### config.mk
export PLATFORM = sky130hd
export DESIGN_NAME = keypad_bcd_entry
export DESIGN_NICKNAME = d
export VERILOG_FILES = /design/src/rtl/keypad_bcd_entry.sv
export SDC_FILE = /design/constraint.sdc
export NUM_CORES = 1
export LEC_CHECK = 0
export ABC_AREA = 1
export CAP_MARGIN = 10
export CORE_MARGIN = 1.5
export CORE_UTILIZATION = 57
export DETAILED_ROUTE_END_ITERATION = 8
export PLACE_DENSITY = 0.91
export SLEW_MARGIN = 20
export SYNTH_ARGS = -nofsm -noshare
export SYNTH_HDL_FRONTEND = slang
export SYNTH_SLANG_ARGS = --single-unit
### constraint.sdc
create_clock -name clk -period 2.23 [get_ports clk]
set_input_delay 0.446 -clock clk [delete_from_list [all_inputs] [get_ports clk]]
set_output_delay 0.446 -clock clk [all_outputs]
set_load 0.005 [all_outputs]
### src/rtl/keypad_bcd_entry.sv
// 4x4 matrix keypad scanner with press/release debounce that builds a 4-digit BCD entry {m,c,d,u}.
// Digits shift in from the right; * clears, # deletes the last digit, A-D only report their code.
module keypad_bcd_entry #(
   parameter int SCAN_TICKS     = 27_000,
   parameter int DEBOUNCE_SCANS = 20
) (
   input  logic        clk,
   input  logic        rst,
   input  logic [3:0]  row_in,
   output logic [3:0]  col_out,
   output logic [15:0] digito,
   output logic        key_valid,
   output logic [3:0]  key_code
);

   localparam int TW = (SCAN_TICKS > 1) ? $clog2(SCAN_TICKS) : 1;
   localparam int DW = $clog2(DEBOUNCE_SCANS + 1);

   localparam logic [TW-1:0] TICK_LAST = TW'(SCAN_TICKS - 1);
   localparam logic [DW-1:0] DEB_DONE  = DW'(DEBOUNCE_SCANS);
   localparam logic [DW-1:0] DEB_ONE   = DW'(1);

   localparam logic [1:0] ST_SCAN      = 2'd0;
   localparam logic [1:0] ST_PRESS_DEB = 2'd1;
   localparam logic [1:0] ST_HELD      = 2'd2;
   localparam logic [1:0] ST_REL_DEB   = 2'd3;

   logic [3:0]    row_meta_q;
   logic [3:0]    rs_q;
   logic [TW-1:0] tick_cnt_q, tick_cnt_d;
   logic          tick;

   logic [1:0]    state_q, state_d;
   logic [3:0]    col_q, col_d;
   logic [3:0]    row_lat_q, row_lat_d;
   logic [DW-1:0] deb_cnt_q, deb_cnt_d;
   logic [15:0]   digito_q, digito_d;
   logic          key_valid_q, key_valid_d;
   logic [3:0]    key_code_q, key_code_d;
   logic [3:0]    new_code;
   logic [3:0]    col_rot;

   // Code for a latched row pattern and the frozen column; the lowest low row wins.
   function automatic logic [3:0] decode_key(input logic [3:0] rows, input logic [3:0] cols);
      logic [1:0] r;
      logic [1:0] c;
      logic [3:0] code;
      r = 2'd3;
      for (int i = 3; i >= 0; i--)
         if (!rows[i]) r = 2'(i);
      c = 2'd0;
      for (int i = 0; i < 4; i++)
         if (!cols[i]) c = 2'(i);
      case ({r, c})
         4'd0:    code = 4'h1;
         4'd1:    code = 4'h2;
         4'd2:    code = 4'h3;
         4'd3:    code = 4'hA;
         4'd4:    code = 4'h4;
         4'd5:    code = 4'h5;
         4'd6:    code = 4'h6;
         4'd7:    code = 4'hB;
         4'd8:    code = 4'h7;
         4'd9:    code = 4'h8;
         4'd10:   code = 4'h9;
         4'd11:   code = 4'hC;
         4'd12:   code = 4'hE;
         4'd13:   code = 4'h0;
         4'd14:   code = 4'hF;
         default: code = 4'hD;
      endcase
      return code;
   endfunction

   // NOTE: sequential state uses non-blocking assignments so every register samples pre-edge values.
   always_ff @(posedge clk or negedge rst) begin
      if (!rst) begin
         row_meta_q <= 4'hF;
         rs_q       <= 4'hF;
      end else begin
         row_meta_q <= row_in;
         rs_q       <= row_meta_q;
      end
   end

   assign tick       = (tick_cnt_q == TICK_LAST);
   assign tick_cnt_d = tick ? '0 : tick_cnt_q + TW'(1);
   assign col_rot    = {col_q[2:0], col_q[3]};
   assign new_code   = decode_key(row_lat_q, col_q);

   // NOTE: every signal driven here gets a default first, so no path can infer a latch.
   always_comb begin
      state_d     = state_q;
      col_d       = col_q;
      row_lat_d   = row_lat_q;
      deb_cnt_d   = deb_cnt_q;
      digito_d    = digito_q;
      key_valid_d = 1'b0;
      key_code_d  = key_code_q;

      case (state_q)
         ST_SCAN: begin
            if (tick) begin
               if (rs_q == 4'hF) begin
                  col_d = col_rot;
               end else begin
                  row_lat_d = rs_q;
                  deb_cnt_d = DEB_ONE;
                  state_d   = ST_PRESS_DEB;
               end
            end
         end
         ST_PRESS_DEB: begin
            if (deb_cnt_q == DEB_DONE) begin
               key_valid_d = 1'b1;
               key_code_d  = new_code;
               state_d     = ST_HELD;
               if (new_code <= 4'd9)
                  digito_d = {digito_q[11:0], new_code};
               else if (new_code == 4'hE)
                  digito_d = 16'h0000;
               else if (new_code == 4'hF)
                  digito_d = {4'h0, digito_q[15:4]};
            end else if (tick) begin
               if (rs_q == row_lat_q)
                  deb_cnt_d = deb_cnt_q + DEB_ONE;
               else
                  state_d = ST_SCAN;
            end
         end
         ST_HELD: begin
            if (tick && rs_q == 4'hF) begin
               deb_cnt_d = DEB_ONE;
               state_d   = ST_REL_DEB;
            end
         end
         ST_REL_DEB: begin
            if (deb_cnt_q == DEB_DONE) begin
               col_d   = col_rot;
               state_d = ST_SCAN;
            end else if (tick) begin
               if (rs_q == 4'hF)
                  deb_cnt_d = deb_cnt_q + DEB_ONE;
               else
                  state_d = ST_HELD;
            end
         end
         default: state_d = ST_SCAN;
      endcase
   end

   always_ff @(posedge clk or negedge rst) begin
      if (!rst) begin
         tick_cnt_q  <= '0;
         state_q     <= ST_SCAN;
         col_q       <= 4'b1110;
         row_lat_q   <= 4'hF;
         deb_cnt_q   <= '0;
         digito_q    <= 16'h0000;
         key_valid_q <= 1'b0;
         key_code_q  <= 4'h0;
      end else begin
         tick_cnt_q  <= tick_cnt_d;
         state_q     <= state_d;
         col_q       <= col_d;
         row_lat_q   <= row_lat_d;
         deb_cnt_q   <= deb_cnt_d;
         digito_q    <= digito_d;
         key_valid_q <= key_valid_d;
         key_code_q  <= key_code_d;
      end
   end

   assign col_out   = col_q;
   assign digito    = digito_q;
   assign key_valid = key_valid_q;
   assign key_code  = key_code_q;

endmodule

After elaboration in Yosys (flattened, before gate mapping)

Memories as Yosys holds them, arrays and structs flattened.
Cells that the tools add are included.

Equality and inequality tests: 24
$add $sub $neg: 2
Reduce and logical (&&, ||, !) cells: 10
Bitwise gates (word level): 1
Order comparisons: 1
Multiplexer cells: 36

Operators by type and width:

| cell                  | number |
|---|---|
| $mux 16               | 3 |
| $mux 5                | 9 |
| $mux 2                | 13 |
| $ne 2x2->1 const B    | 11 |
| $pmux 5 s4            | 1 |
| $add 15x1->15 const B | 1 |
| $eq 15x15->1 const B  | 1 |
| $mux 15               | 1 |
| $eq 4x4->1 const B    | 3 |
| $mux 4                | 3 |
| $ne 3x3->1 const B    | 4 |
| $reduce_and 9->1      | 1 |
| $pmux 2 s4            | 1 |
| $pmux 4 s2            | 1 |
| $reduce_and 7->1      | 1 |
| $reduce_and 3->1      | 2 |
| $add 5x1->5 const B   | 1 |
| $eq 5x5->1 const B    | 1 |
| $eq 2x2->1 const B    | 2 |
| $eq 4x4->1            | 1 |
| $le 4x4->1 const B    | 1 |
| $mux 1                | 4 |
| $reduce_and 4->1      | 1 |
| $reduce_bool 3->1     | 1 |
| other kinds (6)       | 6 |

ROM bits: 64
Bits of input ports: 6
Register bits after elaboration: 59
Memories: 1
Word-level logic and storage cells: 85
Output and inout bits: 25

Memories:

| name            | depth | bits a word | read ports | clocked after Yosys merged registers in | wr ports | RTL line | source |
|---|---|---|---|---|---|---|---|
| (no name shown) | 16    | 4           | 1          | 0                                       | 0        | 54       | `case ({r, c})` |

Longest topological paths before layout

An unclocked memory read counts as a cell.

Depth after elaboration: 8
Depth in mapped cells: 18
Depth with buffers taken out: 17

Worst setup path before layout

Ideal clock, no wire load.

Kind: flip-flop to flip-flop
Start: reg col_q[1], in the netlist col_out[1]
End: reg digito_q[3], in the netlist digito[3]
Clock period less this slack: 1.843 ns
Arrival: 1.726 ns
Required time: 2.113 ns
Path buffers: 1
Cell stages (with the launch flop): 15
Path slack: 0.387 ns
Setup time: 0.117 ns
Cell sequence: dfstp_2 inv_1 nand2_1 nand2_2 ha_1 nand3b_1 nand3_1 nand2_1 inv_1 nand2_2 nand2_2 buf_6 nand2_1 nand3_1 nand2_1

Longest elaborated chain between the ends: 7
Elaborated cells on any way between the ends: 11
Those cells by class: order compare (1); eq/ne (2); mux (5); reduce/logical (2); memory (1)

RTL lines:

| item                                                   | RTL line | source |
|---|---|---|
| start, declared                                        | 34       | `logic [3:0] col_q, col_d;` |
| start signal, assigned                                 | 165      | `col_q <= col_d;` |
| $mux 1 (*)                                             | 53       | `if (!cols[i]) c = 2'(i);` |
| $mux 2 (*) (2 in a row)                                | 53       |  |
| $mem_v2 16x4 (*)                                       | n/a      |  |
| $le 4x4->1 (tied with other cells)                     | 118      | `if (new_code <= 4'd9)` |
| $reduce_bool 3->1 (no line) or $mux 16 (tied branches) | n/a      |  |
| $reduce_and 3->1 (no line) or $mux 16 (tied branches)  | n/a      |  |
| end signal, assigned                                   | 168      | `digito_q <= digito_d;` |
| end, declared                                          | 37       | `logic [15:0] digito_q, digito_d;` |

Mark *: on every way between the ends. The rest lies on a longest branch, timed or not.
A chain may end at the register's enable or synchronous reset.

Worst setup path after layout

Start: reg col_q[1], in the netlist col_out[1]
End: reg digito_q[8], in the netlist digito[8]

The elaborated chain is that of the path after synthesis.

==> impl_metrics.yaml <==
run_status:
  status: "finished, violations left"
  violations: "negative setup slack"
floorplan:
  coreArea_sq_mm: 0.00520
  dieArea_sq_mm: 0.00595
  start_util_pct: 60.2
  ioPinCount: 31
  core.rowCount: 26
  die_y_um: 77.1
  fp.dieW_um: 77.1
clock_tree:
  cts_buffers: 9
  clk_pin_slew_ps: 70
  cts_buffer_depth: 2
  root_buffer: "clkbuf_8"
  cts_sinks: 59
  htree_levels: 3
  worstSkewPairLatency_ps: 340
  cts_tree: "built"
synth:
  synth_cell_types: 30
  netlist_area_sq_mm: 0.00313
  seq_area_frac_synth_pct: 47.7
  netlist.area_leader.share_pct: 35.2
  synth.avg_cell_area_sq_um: 8.11
  ys_top_cells_by_area: "dfrtp_1, nand2_1, dfstp_2, nand3_1, inv_1"
  ys_ff_latch: 59
  netlist_instances: 386
  synth_nets: 399
  yosys_warnings: 0
  synth_largest_area_cell: "dfrtp_1"
sta:
  finalSetupViolCount: 1
  slew-limit-headroom_pct: 62.4
  fin_ws_ps: -15.1
  finalClockSkew_ps: 8.23
  layout_min_cycle_time_ps: 2250
  period_share_pct: 101
  slew_viol_final: 0
  fmax_mhz: 445
  tightest_slew_ps: 564
  report.final.hold_viol_count: 0
placement:
  numPortBuffers: 30
  gp_congestion: 0.864
  numPlacedInstances: 482
  hpwl_mm: 4.56
  dpl-instance-area_sq_mm: 0.00350
worst_setup_path:
  cp_common_cell: "nand2_1"
  cp-start-kind: "flip-flop"
  critical_path.top_delay_family: "simple AND/OR/NAND/NOR gates"
  end_kind: "flip-flop"
  max_stage_delay_ps: 530
  arrival_ps: 2480
  path_buf_inv: 4
  critPathMaxFanout: 6
  crit_slowest_cell: "dfstp_2"
  worstPathRequired_ps: 2460
  crit_chain: "inv_1 -> nand2_2 -> nand2_4 -> inv_2 -> ha_1 -> inv_1 -> nand2_2 -> nand2_1 -> nand2_1 -> nand2_1 -> nand2_1 -> nand2_1 -> nand2_4 -> buf_4 -> nand3_1 -> nand3_1 -> nand2_1"
  critPathKind: "flip-flop to flip-flop"
routing:
  ant_nets: 0
  drtIter0Drc: 199
  wl_per_cell_um: 13.8
  route.detailed.drc: 0
  viasPerCell: 5.35
  wirelength_mm: 6.92
  firstDrtPassIters: 5
  vias: 2674
run:
  cap_viol_max_count: 0
power_and_ir_drop:
  p_seq_share_pct: 55.7
  p_int_mw: 1.53
  p_sw_mw: 0.429
  power_frac_comb_pct: 2.0
  swShare_pct: 21.9
  power_density_mw_per_mm2: 523
  p_clk_share_pct: 42.3
  power_leakage_nw: 1.84
  ir_drop_v: 0.000468
finish:
  area_delta_synth_final_pct: 19.3
  drive_above_1_share_pct: 18.4
  antennaDiodeCount: 0
  layout.nets: 438
  finalNonFillerCells: 500
  design_area_sq_mm: 0.00374
  fill_cells: 371
global_route:
  grt_pass1_vias: 2477
  overflow: 0
  grt_max_degree: 37
  antenna_found_initial: 0
  grt_pass1_wl_mm: 11.3
  grt_use_total_pct: 24.4
min_path:
  hold_class: "primary input to async pin"
==> Yosys cell counts <==
cell type and n:
buf_6 1, nand4_1 8, o21ai_1 5, xor2_1 4
nor3_2 2, dfstp_2 15, nand4_2 1, buf_2 2
nand2_1 116, a21oi_2 1, o21ai_0 16, nor3_1 2
inv_2 6, ha_1 7, nand3b_1 1, nand3_2 2
buf_4 5, dfrtp_1 44, o21ai_2 1, o21ba_2 1
mux2_2 4, xnor2_1 5, nand2_4 3, nand3_1 38
nor2_4 4, nor2_1 21, inv_1 49, nor2_2 4
nand2_2 7, a21oi_1 11
==> timing repair <==
item                                    in CTS  in global routing
hold buffers                                 0                  0
endpoints found under the setup margin       0                 16
setup buffers                                0                  2
gates resized for setup                      0                 17
==> through the flow <==
stage	util, %	power (mW)	setup TNS (ps)	hold WS [ps]	worst slack (ps)
CTS	70.4	1.98	0	98.7	31.6
finish	71.8	1.96	-15.1	90.6	-15.1
global route	71.8	2.02	-216	127	-111
global placement	67.2	1.15	0	346	173
floorplan	-	1.11	0	150	387
detailed placement	67.2	1.15	0	347	80.1
==> sequential cells by signal, indices dropped and copies added, names as in the netlist <==
signal	flops
digito	16
tick_cnt_q	15
deb_cnt_q	5
col_out	4
key_code	4
row_lat_q	4
row_meta_q	4
rs_q	4
state_q	2
key_valid	1
==> placed cells by master, fill, tap and decap left out, types with 2 or more instances in the layout <==
cell             count
nand2_1            112
ha_1                 6
nor3_1               2
buf_4                4
o21ai_1              6
nand4_1              8
nor2_1              21
inv_2                9
inv_1               46
clkbuf_8            10
xnor2_1              5
nand3_1             38
nor3_2               2
dfrtp_1             44
clkdlybuf4s50_1     29
a21oi_1             11
nand2_2              7
nand3_2              2
xor2_1               4
nor2_2               3
nor2_4               5
clkbuf_1             3
clkinv_2             3
nand2_4              6
o21ai_0             15
dfstp_2             15
mux2_2               4
==> worst register-to-register path, delay by kind of cell (launching register included) <==
kind | cells | cell delay, ps
adders and majority gates | 1 | 140
buffers and inverters | 4 | 350
DFF | 1 | 530
and+or+nand+nor | 12 | 1130
==> power by group through the flow <==
stage / sequential [mW] / combinational [mW] / clock [mW]
floorplan: 1.11 / 0.00612 / 0
global placement: 1.11 / 0.0391 / 0
detailed placement: 1.11 / 0.0401 / 0
CTS: 1.09 / 0.0402 / 0.849
global route: 1.09 / 0.0442 / 0.884
finish: 1.09 / 0.0385 / 0.828
==> logic make-up (layout without fill, tap and decap cells) <==
group	after synthesis	count (layout)	synth area share, %
AOI/OAI and AO/OA	35	35	5.99
xor gates and xnor gates	9	9	2.52
adders and majority gates	7	7	2.80
buffers and inverters	63	107	8.47
DFF	59	59	47.7
muxes	4	4	1.44
and+or+nand+nor	209	209	31.0
==> layout make-up <==
class | count | area (sq um) | share of cell area [%]
multi-input combinational | 264 | 1430 | 38.2
clock inverter | 3 | 15.0 | 0.402
sequential | 59 | 1500 | 40.0
inverter | 55 | 206 | 5.52
timing repair buffer | 36 | 357 | 9.54
clock buffer | 13 | 149 | 3.98
tap | 70 | 87.6 | 2.34
==> path summary, 6_finish.rpt <==
check / from / end / slack, ps / cells after the start
min in group clk: row_meta_q[2]$_DFF_PN1_ / rs_q[2]$_DFF_PN1_ / 350 / 0
max reg2reg: col_out[1]$_DFFE_PN1P_ / digito[8]$_DFFE_PN0P_ / -20 / 17
min: rst / tick_cnt_q[9]$_DFF_PN0_ / 90 / 1
max: col_out[1]$_DFFE_PN1P_ / digito[8]$_DFFE_PN0P_ / -20 / 17
min reg2reg: row_meta_q[2]$_DFF_PN1_ / rs_q[2]$_DFF_PN1_ / 350 / 0
max in group asynchronous: rst / rs_q[0]$_DFF_PN1_ / 1490 / 2
==> layer usage <==
layer  part of all wire, %  vias to the layer above  track usage (%)
met3                   5.7                       18             5.71
li1                      -                     1293                -
met2                    48                      102             37.8
met1                    44                     1261             32.3
met4                   2.9                        0             11.3
met5                     0                        -                0
Note: power is estimated with default switching activity, not from simulation.
